$ cat config.mk
export PLATFORM = sky130hd
export DESIGN_NAME = ex_forward_ctrl_flat
export DESIGN_NICKNAME = d
export VERILOG_FILES = /design/src/rtl/ex_forward_ctrl_if.sv /design/src/rtl/ex_forward_ctrl.sv /design/src/flat_wrapper.sv
export SDC_FILE = /design/constraint.sdc
export NUM_CORES = 1
export LEC_CHECK = 0
export BUFFER_PORTS_ARGS = -buffer_cell sky130_fd_sc_hd__buf_2
export CAP_MARGIN = 15
export CORE_MARGIN = 4
export CORE_UTILIZATION = 56
export DETAILED_ROUTE_END_ITERATION = 8
export PLACE_DENSITY_LB_ADDON = 0.3
export SYNTH_ARGS = -nofsm -noshare
export SYNTH_HDL_FRONTEND = slang
export SYNTH_SLANG_ARGS = --single-unit
$ cat constraint.sdc
create_clock -name clk -period 3.6 [get_ports clk]
set_input_delay 0.72 -clock clk [delete_from_list [all_inputs] [get_ports clk]]
set_output_delay 0.72 -clock clk [all_outputs]
set_load 0.005 [all_outputs]
$ cat src/rtl/ex_forward_ctrl_if.sv
// Bus between the ID/EX pipeline register logic and the EX forwarding/hazard
// controller. The ID side drives the instruction descriptor and control
// inputs; the controller drives mux selects, stall/bubble and debug state.
//
// Qualifier semantics: the ID descriptor (rs/rt/rd/use/regwrite/memread) is
// only meaningful while i_id_valid is 1. i_flush squashes it even when valid.
// There is no back-pressure from the controller other than o_stall, which
// tells the front end to hold PC and IF/ID for that cycle.
interface ex_forward_ctrl_if #(
  parameter int REG_AW = 5,
  parameter int CNT_W  = 16
);
  logic              i_halt;
  logic              i_flush;
  logic              i_id_valid;
  logic [REG_AW-1:0] i_id_rs;
  logic [REG_AW-1:0] i_id_rt;
  logic              i_id_use_rs;
  logic              i_id_use_rt;
  logic [REG_AW-1:0] i_id_rd;
  logic              i_id_regwrite;
  logic              i_id_memread;

  logic [1:0]        o_fwd_a;
  logic [1:0]        o_fwd_b;
  logic              o_stall;
  logic              o_bubble;
  logic [CNT_W-1:0]  o_stall_count;

  // Debug visibility: FSM state (0 = RUN, 1 = LU_STALL) and the WB shadow.
  logic              dbg_state;
  logic [REG_AW-1:0] dbg_wb_rd;
  logic              dbg_wb_regwrite;

  modport master (
    output i_halt, i_flush, i_id_valid, i_id_rs, i_id_rt, i_id_use_rs,
           i_id_use_rt, i_id_rd, i_id_regwrite, i_id_memread,
    input  o_fwd_a, o_fwd_b, o_stall, o_bubble, o_stall_count,
           dbg_state, dbg_wb_rd, dbg_wb_regwrite
  );

  modport slave (
    input  i_halt, i_flush, i_id_valid, i_id_rs, i_id_rt, i_id_use_rs,
           i_id_use_rt, i_id_rd, i_id_regwrite, i_id_memread,
    output o_fwd_a, o_fwd_b, o_stall, o_bubble, o_stall_count,
           dbg_state, dbg_wb_rd, dbg_wb_regwrite
  );
endinterface

$ cat src/rtl/ex_forward_ctrl.sv
// EX-stage forwarding and load-use hazard controller. Shadows destination
// info for EX/MEM/WB, produces registered operand-mux selects that travel
// with the instruction into EX, and inserts a single-cycle stall + bubble
// when an instruction in ID needs the result of a load sitting in EX.
module ex_forward_ctrl #(
  parameter int REG_AW = 5,
  parameter int CNT_W  = 16
) (
  input logic          clk,
  input logic          reset,
  ex_forward_ctrl_if.slave bus
);

  typedef enum logic {RUN = 1'b0, LU_STALL = 1'b1} state_e;

  state_e            state_q, state_d;

  logic [REG_AW-1:0] ex_rd_q, mem_rd_q, wb_rd_q;
  logic              ex_rw_q, mem_rw_q, wb_rw_q;
  logic              ex_mr_q;
  logic [1:0]        fwd_a_q, fwd_b_q;
  logic [CNT_W-1:0]  cnt_q;

  logic              hz;
  logic              stall;
  logic              entry_bubble;
  logic [1:0]        sel_a, sel_b;

  // Nearest producer wins: EX (becomes EX/MEM) before MEM (becomes MEM/WB).
  function automatic logic [1:0] fwd_sel(
    input logic              use_s,
    input logic [REG_AW-1:0] s,
    input logic              ex_rw,
    input logic [REG_AW-1:0] ex_rd,
    input logic              mem_rw,
    input logic [REG_AW-1:0] mem_rd
  );
    logic [1:0] r;
    r = 2'b00;
    if (use_s && (s != '0)) begin
      if (ex_rw && (ex_rd == s))        r = 2'b10;
      else if (mem_rw && (mem_rd == s)) r = 2'b01;
    end
    return r;
  endfunction

  // Load-use detection against the load currently in EX.
  always_comb begin
    hz = bus.i_id_valid && !bus.i_flush && ex_mr_q && ex_rw_q && (ex_rd_q != '0) &&
         ((bus.i_id_use_rs && (bus.i_id_rs == ex_rd_q)) ||
          (bus.i_id_use_rt && (bus.i_id_rt == ex_rd_q)));
  end

  // FSM state register; halt freezes it, reset beats halt.
  always_ff @(posedge clk) begin
    if (reset)            state_q <= RUN;
    else if (!bus.i_halt) state_q <= state_d;
  end

  // FSM next state: one stall per load, then back to RUN.
  always_comb begin
    state_d = state_q;
    case (state_q)
      RUN:      if (hz && !bus.i_halt) state_d = LU_STALL;
      LU_STALL: state_d = RUN;
      default:  state_d = RUN;
    endcase
  end

  // FSM outputs: stall and bubble only from RUN and never while halted.
  always_comb begin
    stall = hz && !bus.i_halt && (state_q == RUN);
  end

  // ID entry into the shadow pipe and the selects it will carry into EX.
  always_comb begin
    entry_bubble = stall || bus.i_flush || !bus.i_id_valid;
    sel_a = 2'b00;
    sel_b = 2'b00;
    if (!entry_bubble) begin
      sel_a = fwd_sel(bus.i_id_use_rs, bus.i_id_rs, ex_rw_q, ex_rd_q, mem_rw_q, mem_rd_q);
      sel_b = fwd_sel(bus.i_id_use_rt, bus.i_id_rt, ex_rw_q, ex_rd_q, mem_rw_q, mem_rd_q);
    end
  end

  // Shadow pipe, registered selects and saturating stall counter.
  always_ff @(posedge clk) begin
    if (reset) begin
      ex_rd_q  <= '0;
      ex_rw_q  <= 1'b0;
      ex_mr_q  <= 1'b0;
      mem_rd_q <= '0;
      mem_rw_q <= 1'b0;
      wb_rd_q  <= '0;
      wb_rw_q  <= 1'b0;
      fwd_a_q  <= 2'b00;
      fwd_b_q  <= 2'b00;
      cnt_q    <= '0;
    end else if (!bus.i_halt) begin
      wb_rd_q  <= mem_rd_q;
      wb_rw_q  <= mem_rw_q;
      mem_rd_q <= ex_rd_q;
      mem_rw_q <= ex_rw_q;
      ex_rd_q  <= entry_bubble ? '0 : bus.i_id_rd;
      ex_rw_q  <= entry_bubble ? 1'b0 : bus.i_id_regwrite;
      ex_mr_q  <= entry_bubble ? 1'b0 : bus.i_id_memread;
      fwd_a_q  <= sel_a;
      fwd_b_q  <= sel_b;
      if (stall && (cnt_q != {CNT_W{1'b1}}))
        cnt_q <= cnt_q + {{(CNT_W-1){1'b0}}, 1'b1};
    end
  end

  // Output drive.
  always_comb begin
    bus.o_fwd_a         = fwd_a_q;
    bus.o_fwd_b         = fwd_b_q;
    bus.o_stall         = stall;
    bus.o_bubble        = stall;
    bus.o_stall_count   = cnt_q;
    bus.dbg_state       = state_q;
    bus.dbg_wb_rd       = wb_rd_q;
    bus.dbg_wb_regwrite = wb_rw_q;
  end

endmodule

$ cat src/flat_wrapper.sv
// flat-port wrapper written by rule: the top's interface ports become plain ports
module ex_forward_ctrl_flat 
#(
  parameter int REG_AW = 5,
  parameter int CNT_W  = 16
)
  (clk, reset, bus_i_halt, bus_i_flush, bus_i_id_valid, bus_i_id_rs, bus_i_id_rt, bus_i_id_use_rs, bus_i_id_use_rt, bus_i_id_rd, bus_i_id_regwrite, bus_i_id_memread, bus_o_fwd_a, bus_o_fwd_b, bus_o_stall, bus_o_bubble, bus_o_stall_count, bus_dbg_state, bus_dbg_wb_rd, bus_dbg_wb_regwrite);
  ex_forward_ctrl_if #(.REG_AW(REG_AW), .CNT_W(CNT_W)) bus_i ();
  input logic clk;
  input logic reset;
  input wire logic [$bits(bus_i.i_halt)-1:0] bus_i_halt;
  input wire logic [$bits(bus_i.i_flush)-1:0] bus_i_flush;
  input wire logic [$bits(bus_i.i_id_valid)-1:0] bus_i_id_valid;
  input wire logic [$bits(bus_i.i_id_rs)-1:0] bus_i_id_rs;
  input wire logic [$bits(bus_i.i_id_rt)-1:0] bus_i_id_rt;
  input wire logic [$bits(bus_i.i_id_use_rs)-1:0] bus_i_id_use_rs;
  input wire logic [$bits(bus_i.i_id_use_rt)-1:0] bus_i_id_use_rt;
  input wire logic [$bits(bus_i.i_id_rd)-1:0] bus_i_id_rd;
  input wire logic [$bits(bus_i.i_id_regwrite)-1:0] bus_i_id_regwrite;
  input wire logic [$bits(bus_i.i_id_memread)-1:0] bus_i_id_memread;
  output wire logic [$bits(bus_i.o_fwd_a)-1:0] bus_o_fwd_a;
  output wire logic [$bits(bus_i.o_fwd_b)-1:0] bus_o_fwd_b;
  output wire logic [$bits(bus_i.o_stall)-1:0] bus_o_stall;
  output wire logic [$bits(bus_i.o_bubble)-1:0] bus_o_bubble;
  output wire logic [$bits(bus_i.o_stall_count)-1:0] bus_o_stall_count;
  output wire logic [$bits(bus_i.dbg_state)-1:0] bus_dbg_state;
  output wire logic [$bits(bus_i.dbg_wb_rd)-1:0] bus_dbg_wb_rd;
  output wire logic [$bits(bus_i.dbg_wb_regwrite)-1:0] bus_dbg_wb_regwrite;
  assign bus_i.i_halt = bus_i_halt;
  assign bus_i.i_flush = bus_i_flush;
  assign bus_i.i_id_valid = bus_i_id_valid;
  assign bus_i.i_id_rs = bus_i_id_rs;
  assign bus_i.i_id_rt = bus_i_id_rt;
  assign bus_i.i_id_use_rs = bus_i_id_use_rs;
  assign bus_i.i_id_use_rt = bus_i_id_use_rt;
  assign bus_i.i_id_rd = bus_i_id_rd;
  assign bus_i.i_id_regwrite = bus_i_id_regwrite;
  assign bus_i.i_id_memread = bus_i_id_memread;
  assign bus_o_fwd_a = bus_i.o_fwd_a;
  assign bus_o_fwd_b = bus_i.o_fwd_b;
  assign bus_o_stall = bus_i.o_stall;
  assign bus_o_bubble = bus_i.o_bubble;
  assign bus_o_stall_count = bus_i.o_stall_count;
  assign bus_dbg_state = bus_i.dbg_state;
  assign bus_dbg_wb_rd = bus_i.dbg_wb_rd;
  assign bus_dbg_wb_regwrite = bus_i.dbg_wb_regwrite;
  ex_forward_ctrl #(.REG_AW(REG_AW), .CNT_W(CNT_W)) u_core (.clk(clk), .reset(reset), .bus(bus_i));
endmodule
# Word level (Yosys, flattened, before mapping)
# Index checks and enable logic that the tools add are counted.
# totals
ff_bits	40
output_inout_bits	29
# op_classes
n_addsub	1
n_eq_ne	7
n_mux	13
n_bitwise	2
n_reduce_logical	26
# ops
cell	n
5-bit == test	6
16-bit by 1-bit adder with 16-bit output, second input constant	1
1-bit logical AND	16
16-bit inequality test, second input constant	1
5-bit nonzero test	3
2-bit 2-to-1 mux	6
1-bit 2-to-1 mux	5
5-bit 2-to-1 mux	1
1-bit logical NOT	3
1-bit logical OR	3
1-bit inverter	2
1-bit case mux with 2 select lines	1
2-bit AND reduction	1

# Depth between registers and ports, before layout
# depth
ltp_word	11
depth_mapped	8
depth_no_buf	6

# Least setup slack after synthesis
# Ideal clock, no wire load.
# synth_path
path_type	input -> output
startpoint	input port bus_i_halt
endpoint	output port bus_o_stall
arrival_time_ps	2062
t_required_ps	2880
path_slack_ps	818
cell_stages	6
path_buffers	2
cell_sequence	buf_6 > or3b_4 > a211oi_4 > inv_1 > nor2_1 > buf_4
# synth_between
elab_chain_len	3
# synth_rtl
item	line	source
start: declaration	flat_wrapper.sv:11	input wire logic [$bits(bus_i.i_halt)-1:0] bus_i_halt;
1-bit logical NOT	--	
1-bit logical AND (2 in series)	ex_forward_ctrl.sv:72	stall = hz && !bus.i_halt && (state_q == RUN);
end: declaration	flat_wrapper.sv:23	output wire logic [$bits(bus_i.o_stall)-1:0] bus_o_stall;
# No other way between the ends.

# Worst setup path after layout
# Ends and elaborated chain as after synthesis.

==> results.md <==
- Synth top area share: 39.95%
- FP Rows: 21
- Relative slew slack: 44.13%
- Worst reg2reg path depth: 6
- Most used cell, CP: buf_2
- Clk_lat worst skew: 0.36 ns
- Max-capacitance violation count: 0
- Mapped Nets: 247
- Top_reg_cell synth: dfxtp_1
- Fin worst setup slack: 0.8424 ns
- Hold Crit Depth: 2
- Routability Congestion: 0.8328
- First-pass GRT wire length: 7431 um
- Final HPWL DP: 3460 um
- Yosys top cell by area: dfxtp_1
- Die area: 0.004600 mm^2
- Postcts setup bufs: 0
- Max-slew violations: 0
- Final worst path period share: 76.60%
- Setup Slack @ Placement: 0.8484 ns
- Synthesized instance count: 222
- Reg2Reg Setup Slack: 1.45 ns
- Initial drt markers: 125
- Total Wirelength: 4537 um
- Initial Util: 59.14%
- I/O Buffers: 52
- Post-synth EDFFs: 0
- Min Clock Period, post-route: 2.758 ns
- Clock skew: 0.01190 ns
- Antenna Nets Post-Route: 0
- # fillers: 283
- Clock Sinks: 40
- Via count: 1,820
- WP data arrival: 2.04 ns
- Slowest stage cell, crit path: or3b_4
- Worst reg2reg endpoint: u_core.bus.o_stall_count[11]
- Area Overhead vs Synth: 16.98%
- Achievable clock frequency: 0.3626 GHz
- Layout cells sized above 1: 25.55%
- Vias in the first global route: 1,537
- CTS tree: yes
- I/O Pins: 53
- Ranking of synthesized cells by area: dfxtp_1, xor2_1, mux2i_1
- DR WL/cell: 14.18 um
- Crit path kind: primary input to output pin
- Clock-pin slew on the worst setup and hold paths: 0.12 ns
- Total track usage: 21.75%
- Hold_sp: u_core.bus.o_fwd_b[1]
- Reg2Reg Launch Point: u_core.bus.o_stall_count[0]
- Die H: 67.83 um
- Syn. warnings: 0
- Total grt overflow: 0
- Leakage power: 0.0009639 uW
- 1st-pass router iterations: 4
- Drt drc: 0
- Distinct cells, synth: 41
- Largest buffer count on any clock path: 2
- Pwr dens: 317.6 mW/mm^2
- Core footprint: 0.003390 mm^2
- Setup crit end kind: output pin
- Die width: 67.83 um
- Most common cell after layout, fill and taps aside: buf_2
- WHS Endpoint: u_core.bus.o_fwd_b[1]
- CTS buffer count: 5
- Startpoint Class: primary input
- H-Tree Depth: 2
- Mapped Area: 0.002004 mm^2
- Buf/Inv on CP: 4
- Post-CTS sizing: 0
- Fin Setup TNS: 0 ns
- Fin nets: 298
- CTS root buf: clkbuf_4
- Worst hold path type: register to register
- WP data required: 2.88 ns
- N_diodes: 0
- Post-CTS Hold Fix Bufs: 0
- Crit path largest cell delay: 0.41 ns
- Via density: 5.688
- Critical path fanouts, max: 10
- Final hold violations: 0
- RSZ-0062 raised after global routing: no
- Crit path cell chain: buf_2 > or3b_4 > a211oi_4 > buf_4 > inv_1 > nor2_1 > buf_2
- Worst VDD drop: 318.6 uV
- Largest net degree at the start of global routing: 35
- Worst Tran Pin Value: 0.8363 ns
- Most frequent cells in the layout: buf_2, dfxtp_1, nor2_1
- Post-synthesis sequential area ratio: 39.95%
- Ys async rst share: 0%
- Post-Syn Area per Cell: 9.029 um^2
- Status: completed
- Delay-heaviest family, CP: simple AND/OR/NAND/NOR gates
- Count of final setup violators: 0
- Initial antenna violation count: 0
- Yosys reg bits: 40
==> power by group <==
| part | switching (uW) | internal (uW) |
|---|---|---|
| clock network | 157 | 76.8 |
| registers | 4.59 | 446 |
| logic | 34.4 | 26.6 |
==> kinds of logic after synthesis <==
kind of cell / after synthesis / share of synthesized area (%)
AND/OR/NAND/NOR: 88 / 23.72
multiplexers: 15 / 7.678
adder cells (fa/ha/maj): 1 / 0.6241
XOR/XNOR: 20 / 8.739
AO/OA/AOI/OAI: 46 / 16.04
buffers and inverters: 12 / 3.245
flip-flops: 40 / 39.95
==> worst max path at each step <==
stage,startpoint,slack (ns),cells past startpoint,to
2_1_floorplan,bus_i_halt,0.82,6,bus_o_stall
3_3_place_gp,bus_i_halt,0.87,7,bus_o_stall
3_5_place_dp,bus_i_halt,0.85,7,bus_o_bubble
4_1_cts,bus_i_halt,0.84,7,bus_o_bubble
5_1_grt,bus_i_halt,0.76,7,bus_o_stall
6_report,bus_i_halt,0.84,7,bus_o_stall
==> Yosys cell counts, types with 2 or more instances <==
cell,count
a32o_1,2
a22o_1,7
dfxtp_1,40
nand4_1,8
or4_1,10
mux2i_1,12
o31ai_1,7
and2_1,2
o21ai_0,10
xor2_1,14
nand3_1,10
clkbuf_1,6
a21oi_1,12
buf_6,2
nand2_1,10
nor4_1,4
xnor2_1,6
nor3_1,4
nor2b_1,5
nor2_1,24
mux2_2,3
or3_1,5
==> per-stage QoR <==
stage / instances / power [uW] / hold slack, ns / utilization (%) / cell area (um^2)
global route: 320 / 776.5 / 0.5023 / 69.18 / 2345
detailed placement: 312 / 520.9 / 0.4487 / 67.37 / 2283
global placement: 312 / 519.8 / 0.4401 / 67.37 / 2283
CTS: 320 / 747.9 / 0.4754 / 69.18 / 2345
floorplan: 222 / 496.0 / 0.4487 / - / 2004
finish: 320 / 744.8 / 0.4724 / 69.18 / 2345
==> metal layers <==
| layer | track usage (%) | vias to the layer above | share of wire [%] |
|---|---|---|---|
| met4 | 9.677 | 0 | 1.3 |
| li1 | - | 928 | - |
| met2 | 31.47 | 50 | 43 |
| met5 | 0 | - | 0 |
| met3 | 3.941 | 6 | 6.3 |
| met1 | 31.42 | 836 | 49 |
==> state kept, by name, summed over array words and instances, names as in the netlist, 2 cells and up <==
signal                    count
u_core.bus.dbg_wb_rd          5
u_core.bus.o_fwd_a            2
u_core.bus.o_fwd_b            2
u_core.bus.o_stall_count     16
u_core.ex_rd_q                5
u_core.mem_rd_q               5
==> worst min-delay path, stage by stage (launching register included) <==
cell,delay (ns)
dfxtp_1,0.33
nand2_1,0.05
o31ai_1,0.06
==> area by class of cell <==
cell class                      instances  area (um^2)  area share [%]
Clock buffer                            5        37.54           1.601
Tap cell                               46        57.56           2.455
Timing Repair Buffer                   55        282.8           12.06
Multi-Input combinational cell        170         1139           48.56
Sequential cell                        40        800.8           34.15
Inverter                                1        3.754          0.1601
Clock inverter                          3        23.77           1.014
Power figures use the tool's default switching activity.
